$ cat src/rtl/fp_pkg.sv
`default_nettype none
// ============================================================================
//  Module   : fp_pkg
//  Purpose  : Shared single-precision constants, FAdd opcodes and the
//             state encoding of the accumulation sequencer.
//  Revision : 1.0  initial release
// ============================================================================
package fp_pkg;

    localparam int          FP_W        = 32;
    localparam logic [31:0] FP_POS_ZERO = 32'h0000_0000;

    // FAdd operation select
    localparam logic OP_ADD = 1'b0;
    localparam logic OP_SUB = 1'b1;

    // Sequencer states
    typedef enum logic [1:0] {
        ST_IDLE = 2'd0,
        ST_WAIT = 2'd1,
        ST_DONE = 2'd2
    } seq_state_t;

endpackage : fp_pkg
`default_nettype wire

$ cat src/rtl/fadd_acc_seq.sv
`default_nettype none
// ============================================================================
//  Module   : fadd_acc_seq
//  Purpose  : Feeds FAdd with (accumulator, sample) pairs, waits out its
//             pipeline latency and folds the result back into the
//             accumulator; emits the group sum when the last sample lands.
//  Revision : 1.0  initial release
// ============================================================================
module fadd_acc_seq
    import fp_pkg::*;
#(
    parameter int ADD_LAT = 2,
    parameter int CNT_W   = 16
) (
    input  logic             clk,
    input  logic             rst,
    input  logic             in_valid,
    output logic             in_ready,
    input  logic [31:0]      in_data,
    input  logic             in_sub,
    input  logic             in_last,
    output logic [31:0]      add_in1,
    output logic [31:0]      add_in2,
    output logic             add_op,
    input  logic [31:0]      add_out,
    output logic             out_valid,
    input  logic             out_ready,
    output logic [31:0]      out_data,
    output logic [CNT_W-1:0] out_cnt
);

    // Wait counter only has to hold ADD_LAT-1; keep at least one bit.
    localparam int                  c_WAIT_W    = (ADD_LAT > 1) ? $clog2(ADD_LAT) : 1;
    localparam logic [c_WAIT_W-1:0] c_WAIT_LOAD = c_WAIT_W'(ADD_LAT - 1);

    seq_state_t           r_state;
    seq_state_t           w_next_state;
    logic [FP_W-1:0]      r_acc;
    logic [FP_W-1:0]      r_sample;
    logic                 r_op;
    logic                 r_last;
    logic [c_WAIT_W-1:0]  r_wait_cnt;
    logic [CNT_W-1:0]     r_count;
    logic [FP_W-1:0]      r_out_data;
    logic [CNT_W-1:0]     r_out_cnt;

    logic                 w_accept;
    logic                 w_capture;
    logic                 w_release;

    assign w_accept  = (r_state == ST_IDLE) && in_valid;
    assign w_capture = (r_state == ST_WAIT) && (r_wait_cnt == '0);
    assign w_release = (r_state == ST_DONE) && out_ready;

    // State register
    always_ff @(posedge clk) begin
        if (rst) begin
            r_state <= ST_IDLE;
        end else begin
            r_state <= w_next_state;
        end
    end

    // Next-state decode
    always_comb begin
        w_next_state = r_state;
        case (r_state)
            ST_IDLE: if (in_valid)  w_next_state = ST_WAIT;
            ST_WAIT: if (w_capture) w_next_state = r_last ? ST_DONE : ST_IDLE;
            ST_DONE: if (out_ready) w_next_state = ST_IDLE;
            default:                w_next_state = ST_IDLE;
        endcase
    end

    // Datapath: latch samples, time the FAdd latency, fold results back
    always_ff @(posedge clk) begin
        if (rst) begin
            r_acc      <= FP_POS_ZERO;
            r_sample   <= '0;
            r_op       <= OP_ADD;
            r_last     <= 1'b0;
            r_wait_cnt <= '0;
            r_count    <= '0;
            r_out_data <= '0;
            r_out_cnt  <= '0;
        end else begin
            if (w_accept) begin
                r_sample   <= in_data;
                r_op       <= in_sub ? OP_SUB : OP_ADD;
                r_last     <= in_last;
                r_wait_cnt <= c_WAIT_LOAD;
                r_count    <= r_count + CNT_W'(1);
            end
            if (r_state == ST_WAIT && r_wait_cnt != '0) begin
                r_wait_cnt <= r_wait_cnt - c_WAIT_W'(1);
            end
            // FAdd's result is taken bit-exactly; no float handling here.
            if (w_capture) begin
                r_acc <= add_out;
                if (r_last) begin
                    r_out_data <= add_out;
                    r_out_cnt  <= r_count;
                end
            end
            if (w_release) begin
                r_acc   <= FP_POS_ZERO;
                r_count <= '0;
            end
        end
    end

    assign in_ready  = (r_state == ST_IDLE);
    assign out_valid = (r_state == ST_DONE);
    assign add_in1   = r_acc;
    assign add_in2   = r_sample;
    assign add_op    = r_op;
    assign out_data  = r_out_data;
    assign out_cnt   = r_out_cnt;

endmodule : fadd_acc_seq
`default_nettype wire

$ cat config.mk
export PLATFORM = sky130hd
export DESIGN_NAME = fadd_acc_seq
export DESIGN_NICKNAME = d
export VERILOG_FILES = /design/src/rtl/fp_pkg.sv /design/src/rtl/fadd_acc_seq.sv
export SDC_FILE = /design/constraint.sdc
export NUM_CORES = 1
export LEC_CHECK = 0
export CORE_MARGIN = 2
export CORE_UTILIZATION = 50
export DETAILED_ROUTE_END_ITERATION = 6
export DONT_BUFFER_PORTS = 1
export MAX_ROUTING_LAYER = met4
export PLACE_DENSITY = 0.72
export SLEW_MARGIN = 10
export SYNTH_ARGS = -nofsm -noshare
export SYNTH_HDL_FRONTEND = slang
export SYNTH_SLANG_ARGS = --single-unit
$ cat constraint.sdc
create_clock -name clk -period 1.6 [get_ports clk]
set_input_delay 0.32 -clock clk [delete_from_list [all_inputs] [get_ports clk]]
set_output_delay 0.32 -clock clk [all_outputs]
set_load 0.05 [all_outputs]
==> results <==
- The detailed-route DRC error count is 8.
- The maximum buffer depth of the clock tree is 2.
- The most used flip-flop cell after synthesis is sky130_fd_sc_hd__dfxtp_1.
- The final count of negative-setup-slack endpoints is 2.
- The endpoint identified for the worst register-to-register timing path is out_data[19]$_SDFFE_PP0P_.
- Along the worst path, the maximum fanout reaches 4.
- STA classifies the critical path endpoint as a primary output.
- The achievable frequency is approximately 600 MHz.
- The first-iteration detailed-routing DRC count is approximately 220.
- The HPWL reported at the end of detailed placement is approximately 7500 µm.
- The count of filler cells inserted in the layout is 736.
- The worst hold path belongs to the class in2reg.
- The repair_antennas step left the layout with diodes totalling 0.
- During I/O placement, the number of pins put on the boundary was about 190.
- Setup repair after global routing could not meet its margin everywhere.
- CTS built an H-tree with a depth of 4.
- Each instance of the synthesized netlist takes up on average slightly above 8 µm².
- The post-synthesis sequential area ratio is 0.5533.
- The worst pin sits at a relative slew slack of 0.6295.
- Measured along the y axis, the die boundary spans 102.1 µm.
- After the last flow step, the layout net total stands at 714.
- The shortest period the worst path allows is around 1.6 ns.
- The number of maximum-capacitance violations is 0.
- Clock tree synthesis inserted a total of 17 buffers.
- Counting every sink on the clock net gives 133.
- TritonCTS built the clock tree.
- The number of optimization iterations in the first detailed-route pass is 7.
- The die span in x is 102.1 µm.
- The routed wirelength normalized by instance count is around 16 µm.
- At the pin with the least slew margin, the transition time is 0.5551 ns.
- The path with the worst hold slack has its endpoint at out_data[4]$_SDFFE_PP0P_.
- The die covers roughly 0.010 mm².
- The via density per instance is between 5 and 6.
- The startpoint-to-endpoint class of the critical path is reg2out.
- The number of max-slew violations in the final report is 0.
- For this run, the total global-route usage over all layers was measured as 0.2338.
- The insertion delay to the later sink of the worst-skew pair is 0.51 ns.
- The critical path launch point type is a register.
- The number of synthesized register bits is 133.
- The cell area that synthesis handed to floorplanning was between 0.004 and 0.005 mm².
- The floorplan has 35 rows.
- The number of hold buffers added after CTS was 34.
- The library cell used most frequently in the layout, excluding fill and tap cells, is sky130_fd_sc_hd__nand2_1.
- For this design the static power due to leakage is between 2 and 2.5 nW.
- The initial core utilization is 0.5183.
- The last weighted congestion value of the routability-driven placer is ~0.89.
- Clock-pin slew was measured on the worst setup and hold paths at 0.06 ns.
- The area added between synthesis and finish is 29.17%.
- The arrival time at the worst endpoint is approximately 1.3 ns.
- The first global-routing pass estimated between 15000 and 20000 µm of wire.
- The clock root buffer master is sky130_fd_sc_hd__clkbuf_8.
- The run finished, with violations left.
- The Yosys step of the flow raised 0 warnings.
- Of the cells placed in the final design, the portion with a size suffix greater than 1 is 0.1463.
- After technology mapping, the gate count stands at between 500 and 600.
- In this run, distinct cell masters in the synthesized netlist total 36.
- The checks that failed: design-rule violations, negative hold slack, negative setup slack.
- Entering global routing, the biggest net connects 88 pins.
- The count of cells in the finished layout, fillers not included, comes to between 700 and 800.
- The depth of the worst register-to-register path is 7.
- The final layout contains routed wiring with a total length of about 13000 µm.
- The clock skew after layout is 0.007534 ns.
- At the worst endpoint, the required time is between 1 and 1.5 ns.
- The startpoint identified for the worst hold timing path is rst.
- Including well taps, the total number of placed cells is around 710.
- The top cell types in the final layout, fill and taps aside, are sky130_fd_sc_hd__nand2_1 (237), sky130_fd_sc_hd__dfxtp_1 (131), sky130_fd_sc_hd__a21oi_1 (104).
- Synthesis produced a netlist with a net count of around 670.
- The number of hold-slack violations in the final timing report is 84.
- The setup slack of the worst register-to-register path is -0.01 ns.
- The initial antenna violation count is 0.
- The core box area is a little over 0.009 mm².
- The final hold slack is -0.1247 ns.
- The sequential cells in the finished layout cover a total of between 0.002 and 0.003 mm².
- The number of port buffers is 0.
- The count of flip-flops with a built-in enable after synthesis is 0.
- In this run the remaining antenna-violating nets after routing total 0.
- The total number of vias is between 4k and 5k.
- Summing all multi-input logic gate instances after layout gives 0.002053 mm².
- The reg-to-reg startpoint is r_state[1]$_SDFFE_PP0P_.
- IR analysis of the VDD net gives a maximum drop of around 780 µV.
- The async set or reset register ratio after synthesis is 0.
- Timing analysis after detailed placement gives a worst setup slack of between 0.03 and 0.04 ns.
- Across all setup checks in the final design, the least slack found is -0.02264 ns.
- The total power divided by cell area is 1307 mW/mm².
- The via count of the first global-routing pass is ~4k.
- Along the worst hold path, the cell count comes to 1.
- The sum of overflow across all layers after global routing is 0.
- Of the available clock period, the critical path in the final layout requires 1.014.
[worst max-delay path: stages, from the launching register on]
cell and delay (ns):
sky130_fd_sc_hd__dfxtp_4 0.35, sky130_fd_sc_hd__buf_6 0.12, sky130_fd_sc_hd__inv_4 0.04, sky130_fd_sc_hd__nor2_4 0.12, sky130_fd_sc_hd__buf_8 0.16
[synth_stat cells, types with 2 or more instances]
cell type / instances / share of area
sky130_fd_sc_hd__a21oi_1: 120 / 0.12
sky130_fd_sc_hd__and2_1: 2 / 0.0026
sky130_fd_sc_hd__and3_1: 2 / 0.0026
sky130_fd_sc_hd__buf_2: 10 / 0.010
sky130_fd_sc_hd__buf_4: 4 / 0.0062
sky130_fd_sc_hd__clkbuf_1: 24 / 0.019
sky130_fd_sc_hd__dfxtp_1: 133 / 0.55
sky130_fd_sc_hd__inv_1: 3 / 0.0023
sky130_fd_sc_hd__nand2_1: 238 / 0.19
sky130_fd_sc_hd__nand2b_1: 3 / 0.0039
sky130_fd_sc_hd__nand3_1: 4 / 0.0042
sky130_fd_sc_hd__nand3_2: 2 / 0.0042
sky130_fd_sc_hd__nand4_1: 3 / 0.0039
sky130_fd_sc_hd__nor2_1: 12 / 0.0094
sky130_fd_sc_hd__nor3b_4: 2 / 0.0078
sky130_fd_sc_hd__o211ai_1: 2 / 0.0031
sky130_fd_sc_hd__o21ai_0: 3 / 0.0031
sky130_fd_sc_hd__or3_1: 3 / 0.0039
sky130_fd_sc_hd__or4_1: 3 / 0.0047
sky130_fd_sc_hd__xnor2_1: 2 / 0.0036
sky130_fd_sc_hd__xor2_1: 7 / 0.013
[metrics by stage]
stage          area [µm²]  power, mW  setup TNS [ns]  utilization
3_5_place_dp         5012      4.269               0       0.5399
5_1_grt              6216      8.397         -0.5986       0.6695
2_1_floorplan        4822      4.189               0            -
3_3_place_gp         5012      4.253               0       0.5399
4_1_cts              6033      8.169        -0.03608       0.6499
6_report             6216      8.122        -0.03574       0.6695
[flip-flops by register name, indices dropped and copies added (netlist names)]
name / count
r_state: 2
r_count: 16
out_cnt: 16
add_op: 1
r_wait_cnt: 1
add_in1: 32
add_in2: 32
out_data: 32
r_last: 1
[cells by family after synthesis]
kind of cell / Yosys count / share of synthesized area
AO/OA/AOI/OAI: 129 / 0.1375
XOR/XNOR: 9 / 0.01638
adder cells (fa/ha/maj): 1 / 0.002600
buffers and inverters: 43 / 0.04082
flip-flops: 133 / 0.5533
AND/OR/NAND/NOR: 282 / 0.2494
[per-layer routing]
| metal | wire length, µm | share of wire | global-route usage |
|---|---|---|---|
| met1 | 5099 | 0.40 | 0.2465 |
| met2 | 6113 | 0.48 | 0.3947 |
| met3 | 1217 | 0.096 | 0.08687 |
| met5 | 0 | 0 | - |
| met4 | 256 | 0.020 | 0.09744 |
[report_power, final]
group	total [mW]	internal, mW	switching [mW]
Sequential	3.86	3.42	0.433
Clock	3.82	2.32	1.50
Combinational	0.450	0.204	0.246
[cell type report]
type | count | area share
flip-flops and latches | 133 | 0.4295
multi-input cells | 421 | 0.3303
repair buffers | 67 | 0.1169
clock buffers | 19 | 0.07105
well taps | 129 | 0.02597
clock inverters | 13 | 0.02395
inverters | 3 | 0.002214
[how the worst max path moves through the flow]
stage                                  startpoint                        end  slack [ns]
after floorplan           r_state[1]$_SDFFE_PP0P_    r_state[1]$_SDFFE_PP0P_        0.12
after detailed placement  r_state[0]$_SDFFE_PP0P_  out_data[23]$_SDFFE_PP0P_        0.04
after global placement    r_state[0]$_SDFFE_PP0P_   r_count[10]$_SDFFE_PP0P_        0.14
final                     r_state[1]$_SDFFE_PP0P_                  out_valid       -0.02
after CTS                 r_state[1]$_SDFFE_PP0P_                  out_valid       -0.03
after global routing      r_count[9]$_SDFFE_PP0P_   r_count[15]$_SDFFE_PP0P_       -0.06
[what timing repair did]
| item | 4_1_cts | 5_1_grt |
|---|---|---|
| gates cloned | 0 | 3 |
| hold endpoints to repair | 117 | 84 |
| endpoints found under the setup margin | 2 | 22 |
| resized for setup | 13 | 23 |
| pin swaps | 1 | 7 |
| buffers inserted | 7 | 4 |
(Power assumes the default switching activity.)
